`src/rtl/mp_add_seq.sv`:
```
// Multi-precision add/subtract sequencer.
// Operands of 16*WORDS bits are processed one 16-bit slice per clock through a
// single ripple-carry adder (Add_rca). The carry between slices is held in a
// register. Results are returned with a start/busy/done handshake.

// 16-bit ripple-carry adder used as the per-slice arithmetic unit.
module Add_rca (
  input  logic [15:0] a,
  input  logic [15:0] b,
  input  logic        c_in,
  output logic [15:0] sum,
  output logic        c_out
);

  logic [16:0] carry;

  assign carry[0] = c_in;

  // One full adder per bit; the carry ripples from bit 0 upward.
  for (genvar i = 0; i < 16; i++) begin : g_fa
    assign sum[i]       = a[i] ^ b[i] ^ carry[i];
    assign carry[i + 1] = (a[i] & b[i]) | (a[i] & carry[i]) | (b[i] & carry[i]);
  end

  assign c_out = carry[16];

endmodule

// state | meaning
// ------+---------------------------------------------------------------
// IDLE  | waiting for start; sum/c_out/ovf hold the last result
// RUN   | one slice per clock, idx selects the slice, carry chained in reg
module mp_add_seq #(
  parameter int WORDS = 4
) (
  input  logic                clk,
  input  logic                rst_n,
  input  logic                start,
  input  logic                op,
  input  logic [16*WORDS-1:0] a,
  input  logic [16*WORDS-1:0] b,
  input  logic                c_in,
  output logic                busy,
  output logic                done,
  output logic [16*WORDS-1:0] sum,
  output logic                c_out,
  output logic                ovf
);

  localparam int W     = 16 * WORDS;
  localparam int IDX_W = (WORDS > 1) ? $clog2(WORDS) : 1;
  localparam logic [IDX_W-1:0] IDX_LAST = IDX_W'(WORDS - 1);

  typedef enum logic {
    IDLE = 1'b0,
    RUN  = 1'b1
  } state_t;

  state_t state_q;
  state_t state_d;

  logic [IDX_W-1:0] idx_q;
  logic [W-1:0]     a_q;
  logic [W-1:0]     b_eff_q;
  logic [W-1:0]     sum_q;
  logic             carry_q;
  logic             c_out_q;
  logic             ovf_q;
  logic             done_q;

  logic             accept;
  logic             step;
  logic             last;

  logic [15:0]      a_slice;
  logic [15:0]      b_slice;
  logic [15:0]      add_sum;
  logic             add_co;

  // Current slice of the captured operands feeds the shared adder.
  assign a_slice = a_q[16*idx_q +: 16];
  assign b_slice = b_eff_q[16*idx_q +: 16];
  assign last    = (idx_q == IDX_LAST);

  Add_rca u_add_rca (
    .a     (a_slice),
    .b     (b_slice),
    .c_in  (carry_q),
    .sum   (add_sum),
    .c_out (add_co)
  );

  // State register; reset drops any sequence in flight.
  always_ff @(posedge clk or negedge rst_n) begin
    if (!rst_n) begin
      state_q <= IDLE;
    end else begin
      state_q <= state_d;
    end
  end

  // Next state: start is only looked at in IDLE, so starts during RUN are dropped.
  always_comb begin
    state_d = state_q;
    case (state_q)
      IDLE: if (start) state_d = RUN;
      RUN:  if (last)  state_d = IDLE;
      default: state_d = IDLE;
    endcase
  end

  // Control decode from the current state.
  always_comb begin
    accept = 1'b0;
    step   = 1'b0;
    busy   = 1'b0;
    case (state_q)
      IDLE: accept = start;
      RUN: begin
        step = 1'b1;
        busy = 1'b1;
      end
      default: ;
    endcase
  end

  // Datapath: operand capture on accept, one slice written per RUN cycle.
  // Subtract is folded into the capture (invert b and the incoming borrow),
  // so RUN itself never looks at op.
  always_ff @(posedge clk or negedge rst_n) begin
    if (!rst_n) begin
      idx_q   <= '0;
      a_q     <= '0;
      b_eff_q <= '0;
      sum_q   <= '0;
      carry_q <= 1'b0;
      c_out_q <= 1'b0;
      ovf_q   <= 1'b0;
      done_q  <= 1'b0;
    end else begin
      done_q <= 1'b0;
      if (accept) begin
        a_q     <= a;
        b_eff_q <= op ? ~b : b;
        carry_q <= op ? ~c_in : c_in;
        sum_q   <= '0;
        idx_q   <= '0;
      end else if (step) begin
        sum_q[16*idx_q +: 16] <= add_sum;
        carry_q               <= add_co;
        if (last) begin
          c_out_q <= add_co;
          ovf_q   <= (a_slice[15] == b_slice[15]) && (add_sum[15] != a_slice[15]);
          done_q  <= 1'b1;
          idx_q   <= '0;
        end else begin
          idx_q <= idx_q + 1'b1;
        end
      end
    end
  end

  assign done  = done_q;
  assign sum   = sum_q;
  assign c_out = c_out_q;
  assign ovf   = ovf_q;

endmodule
```
`config.mk`:
```
export PLATFORM = sky130hd
export DESIGN_NAME = mp_add_seq
export DESIGN_NICKNAME = d
export VERILOG_FILES = /design/src/rtl/mp_add_seq.sv
export SDC_FILE = /design/constraint.sdc
export NUM_CORES = 1
export LEC_CHECK = 0
export CAP_MARGIN = 20
export CORE_MARGIN = 4
export CORE_UTILIZATION = 65
export DETAILED_ROUTE_END_ITERATION = 8
export DONT_BUFFER_PORTS = 1
export PLACE_DENSITY_LB_ADDON = 0.08
export SYNTH_ARGS = -nofsm -noshare
export SYNTH_HDL_FRONTEND = slang
export SYNTH_SLANG_ARGS = --single-unit
export TNS_END_PERCENT = 20
```
`constraint.sdc`:
```
create_clock -name clk -period 14.39 [get_ports clk]
set_input_delay 4.317 -clock clk [delete_from_list [all_inputs] [get_ports clk]]
set_output_delay 4.317 -clock clk [all_outputs]
set_load 0.01 [all_outputs]
```
==> run_results.csv <==
group,metric,value,unit
run_status,status,"completed",
clock_network,htree_levels,4,
detailed_routing,drt-initial-drc-count,346,
critical_path,reg2reg_setup_slack,6.34,ns
detailed_routing,drc,0,
logic_synthesis,synthArstFlopShare,100,%
logic_synthesis,yosysMostFrequentCell,"nand2_1",
critical_path,crit_type,"flip-flop to flip-flop",
clock_network,clock_latency,0.42,ns
cells_and_area,nNetsFinal,971,
sta,finalCriticalPeriod,8.05,ns
detailed_routing,ant_nets,0,
placement,globalplace.congestion,0.783,
critical_path,cpMostUsedCell,"fa_1",
clock_network,clk_pin_slew,0.07,ns
power,leakage,4.51,nW
min_path,holdPathEnd,"a_q[29]$_DFFE_PN0P_",
detailed_routing,wl_per_cell,20.0,um
sta,finalSetupTns,0,ns
sta,hold_violations,0,
die,die_area,0.0162,mm^2
critical_path,cp_cell_sequence,"buf_4, mux4_1, fa_1, inv_1, fa_1, fa_1, fa_1, fa_1, fa_1, fa_1, fa_1, fa_1, fa_1, fa_1, fa_1, fa_1, fa_1, fa_1, inv_1, fa_1, xnor2_1, o31ai_2",
clock_network,cts_buffer_depth,2,
sta,setup_violations,0,
logic_synthesis,synth_top_area_cell,"dfrtp_1",
logic_synthesis,synth.top_cells.by_area,"dfrtp_1, nand2_1, xnor2_1",
logic_synthesis,syn_area,0.00925,mm^2
placement,dp_hpwl,14.4,mm
critical_path,r2r-start,"idx_q[0]$_DFFE_PN0P_",
min_path,hold_path.class,"flip-flop to flip-flop",
sta,clock.fmax,124,MHz
power,power.switching,1.02,mW
critical_path,startpoint_type,"flip-flop",
die,core,0.0139,mm^2
cells_and_area,area_growth_syn_to_layout,4.87,%
sta,whs,0.472,ns
clock_network,cts_resized,0,
logic_synthesis,yosysWarnings,0,
logic_synthesis,ys_seq_area_share,53.9,%
clock_network,numCtsBuffers,17,
placement,io_buffers,0,
clock_network,cts_hold_buf,0,
clock_network,postCtsSetupRepairBufs,0,
critical_path,crit_family,"adder cells",
global_routing,grt-ovfl-total,0,
min_path,min-delay-start,"a_q[29]$_DFFE_PN0P_",
detailed_routing,vias_per_cell,5.74,
global_routing,grt_max_degree,200,
die,num_rows,43,
power,p_int,1.47,mW
global_routing,grt_pass1_wl,32.2,mm
critical_path,end_kind,"flip-flop",
critical_path,required,14.73,ns
detailed_routing,drt_pass1_iterations,4,
power,power.share.sequential,38.3,%
logic_synthesis,synth_cell_types,30,
sta,drv_slew,0,
run,drv_cap,0,
power,irDropWorstVdd,145,uV
sta,worstMarginPinSlew,0.885,ns
global_routing,grtUsageTotal,25.9,%
critical_path,arrival,8.39,ns
die,die_y,127,um
critical_path,cp_max_fo,40,
critical_path,slowest_stage,"buf_4",
sta,fin_skew,0.00682,ns
power,combPwrFrac,43.5,%
critical_path,critPathBufInv,3,
logic_synthesis,ys_ff_latch,199,
logic_synthesis,yosysTopAreaCellShare,53.9,%
die,io_pins,201,
logic_synthesis,synth_cells,848,
power,clockPowerShare,18.2,%
clock_network,cts_sinks,199,
critical_path,reg2reg_to,"ovf$_DFFE_PN0P_",
min_path,hold_depth,2,
die,start_util,66.6,%
cells_and_area,n_antenna_cell,0,
logic_synthesis,synthTopCellsByCount,"nand2_1, dfrtp_1, o21ai_0, xnor2_1, inv_1",
sta,grt_setup_unrepaired,"no",
logic_synthesis,synth-edff-count,0,
global_routing,grt_pass1_vias,6072,
detailed_routing,drt-total-wl,20.2,mm
clock_network,cts_tree,"built",
sta,period_share,55.9,%
critical_path,r2r_cells,22,
logic_synthesis,postSynthNetCount,1002,
cells_and_area,drive_above_1_share,8.07,%
logic_synthesis,ys_dominant_reg_cell,"dfrtp_1",
detailed_routing,vias,5797,
power,powerDensity,257,mW/mm^2
die,die_w,127,um
logic_synthesis,syn_avg_cell_area,10.9,um^2
clock_network,cts_root_buffer,"clkbuf_16",
global_routing,antenna_found_initial,0,
power,switching_share,40.8,%
critical_path,crit_path_max_incr_delay,0.56,ns
sta,relSlewSlack,41.0,%
[area by class of cell]
type | count | area (um^2)
well taps | 180 | 225
repair buffers | 3 | 22.5
clock buffers | 21 | 460
inverters | 35 | 131
flip-flops and latches | 199 | 4980
fillers | 1023 | 4190
clock inverters | 11 | 101
multi-input cells | 561 | 3770
[power by group through the flow]
stage               registers (mW)  logic, mW  clock network [mW]
finish                       0.954       1.08               0.455
global route                 0.979       1.20               0.479
CTS                          0.954       1.09               0.458
detailed placement           0.962       1.09                   0
global placement             0.946       1.05                   0
floorplan                    0.908      0.809                   0
[flip-flops by register name, indices dropped and copies added (netlist names)]
name	count
sum	64
state_q	1
done	1
c_out	1
idx_q	2
ovf	1
carry_q	1
a_q	64
b_eff_q	64
[how the worst max path moves through the flow]
stage / from / slack, ns / cells past startpoint / end
CTS: idx_q[0]$_DFFE_PN0P_ / 6.34 / 22 / ovf$_DFFE_PN0P_
global route: idx_q[0]$_DFFE_PN0P_ / 5.96 / 22 / ovf$_DFFE_PN0P_
finish: idx_q[0]$_DFFE_PN0P_ / 6.34 / 22 / ovf$_DFFE_PN0P_
floorplan: idx_q[1]$_DFFE_PN0P_ / 6.96 / 23 / ovf$_DFFE_PN0P_
global placement: idx_q[0]$_DFFE_PN0P_ / 6.47 / 22 / ovf$_DFFE_PN0P_
detailed placement: idx_q[0]$_DFFE_PN0P_ / 6.34 / 22 / ovf$_DFFE_PN0P_
[routing by layer]
layer | track usage [%] | vias up | wire length, um
met5 | 0 | - | 0
met2 | 42.3 | 181 | 10000
met4 | 9.65 | 0 | 521
li1 | - | 2717 | -
met3 | 6.10 | 34 | 1210
met1 | 34.1 | 2865 | 8430
[tightest hold or removal path: stages, from the launching register on]
cell,delay [ns]
dfrtp_1,0.34
nand2_1,0.05
nand2_1,0.05
[per-stage QoR]
step	total power, mW	util, %	area (um^2)	cells	setup WS, ns
3_5_place_dp	2.05	65.8	9130	978	6.34
3_3_place_gp	2.00	65.8	9130	978	6.47
5_1_grt	2.66	69.8	9700	1010	5.96
4_1_cts	2.51	69.8	9700	1010	6.34
2_1_floorplan	1.72	-	9250	848	6.96
6_report	2.49	69.8	9700	1010	6.34
[layout by cell type (no fill, tap or decap), drive strengths merged]
master / count
bufinv: 1
mux4: 32
xor2: 1
nor3: 1
or3: 1
nand2b: 1
a22o: 3
and2b: 2
xnor2: 65
inv: 35
buf: 3
o2bb2ai: 30
nand4b: 1
nand2: 294
nor2: 2
dfrtp: 199
clkbuf: 21
nand4: 2
o31ai: 1
mux2: 1
fa: 16
clkinv: 6
ha: 5
clkinvlp: 4
o21ai: 98
mux2i: 3
a21oi: 2
[cells by family (layout without fill, tap and decap cells)]
family | after synthesis | count (layout) | share of synthesized area, %
fa+ha+maj | 21 | 21 | 4.14
compound gates | 134 | 134 | 8.76
flops | 199 | 199 | 53.9
mux | 36 | 36 | 8.88
buf+inv | 88 | 70 | 5.39
xor+xnor | 66 | 66 | 6.25
simple gates | 304 | 304 | 12.7
Power figures use the tool's default switching activity.
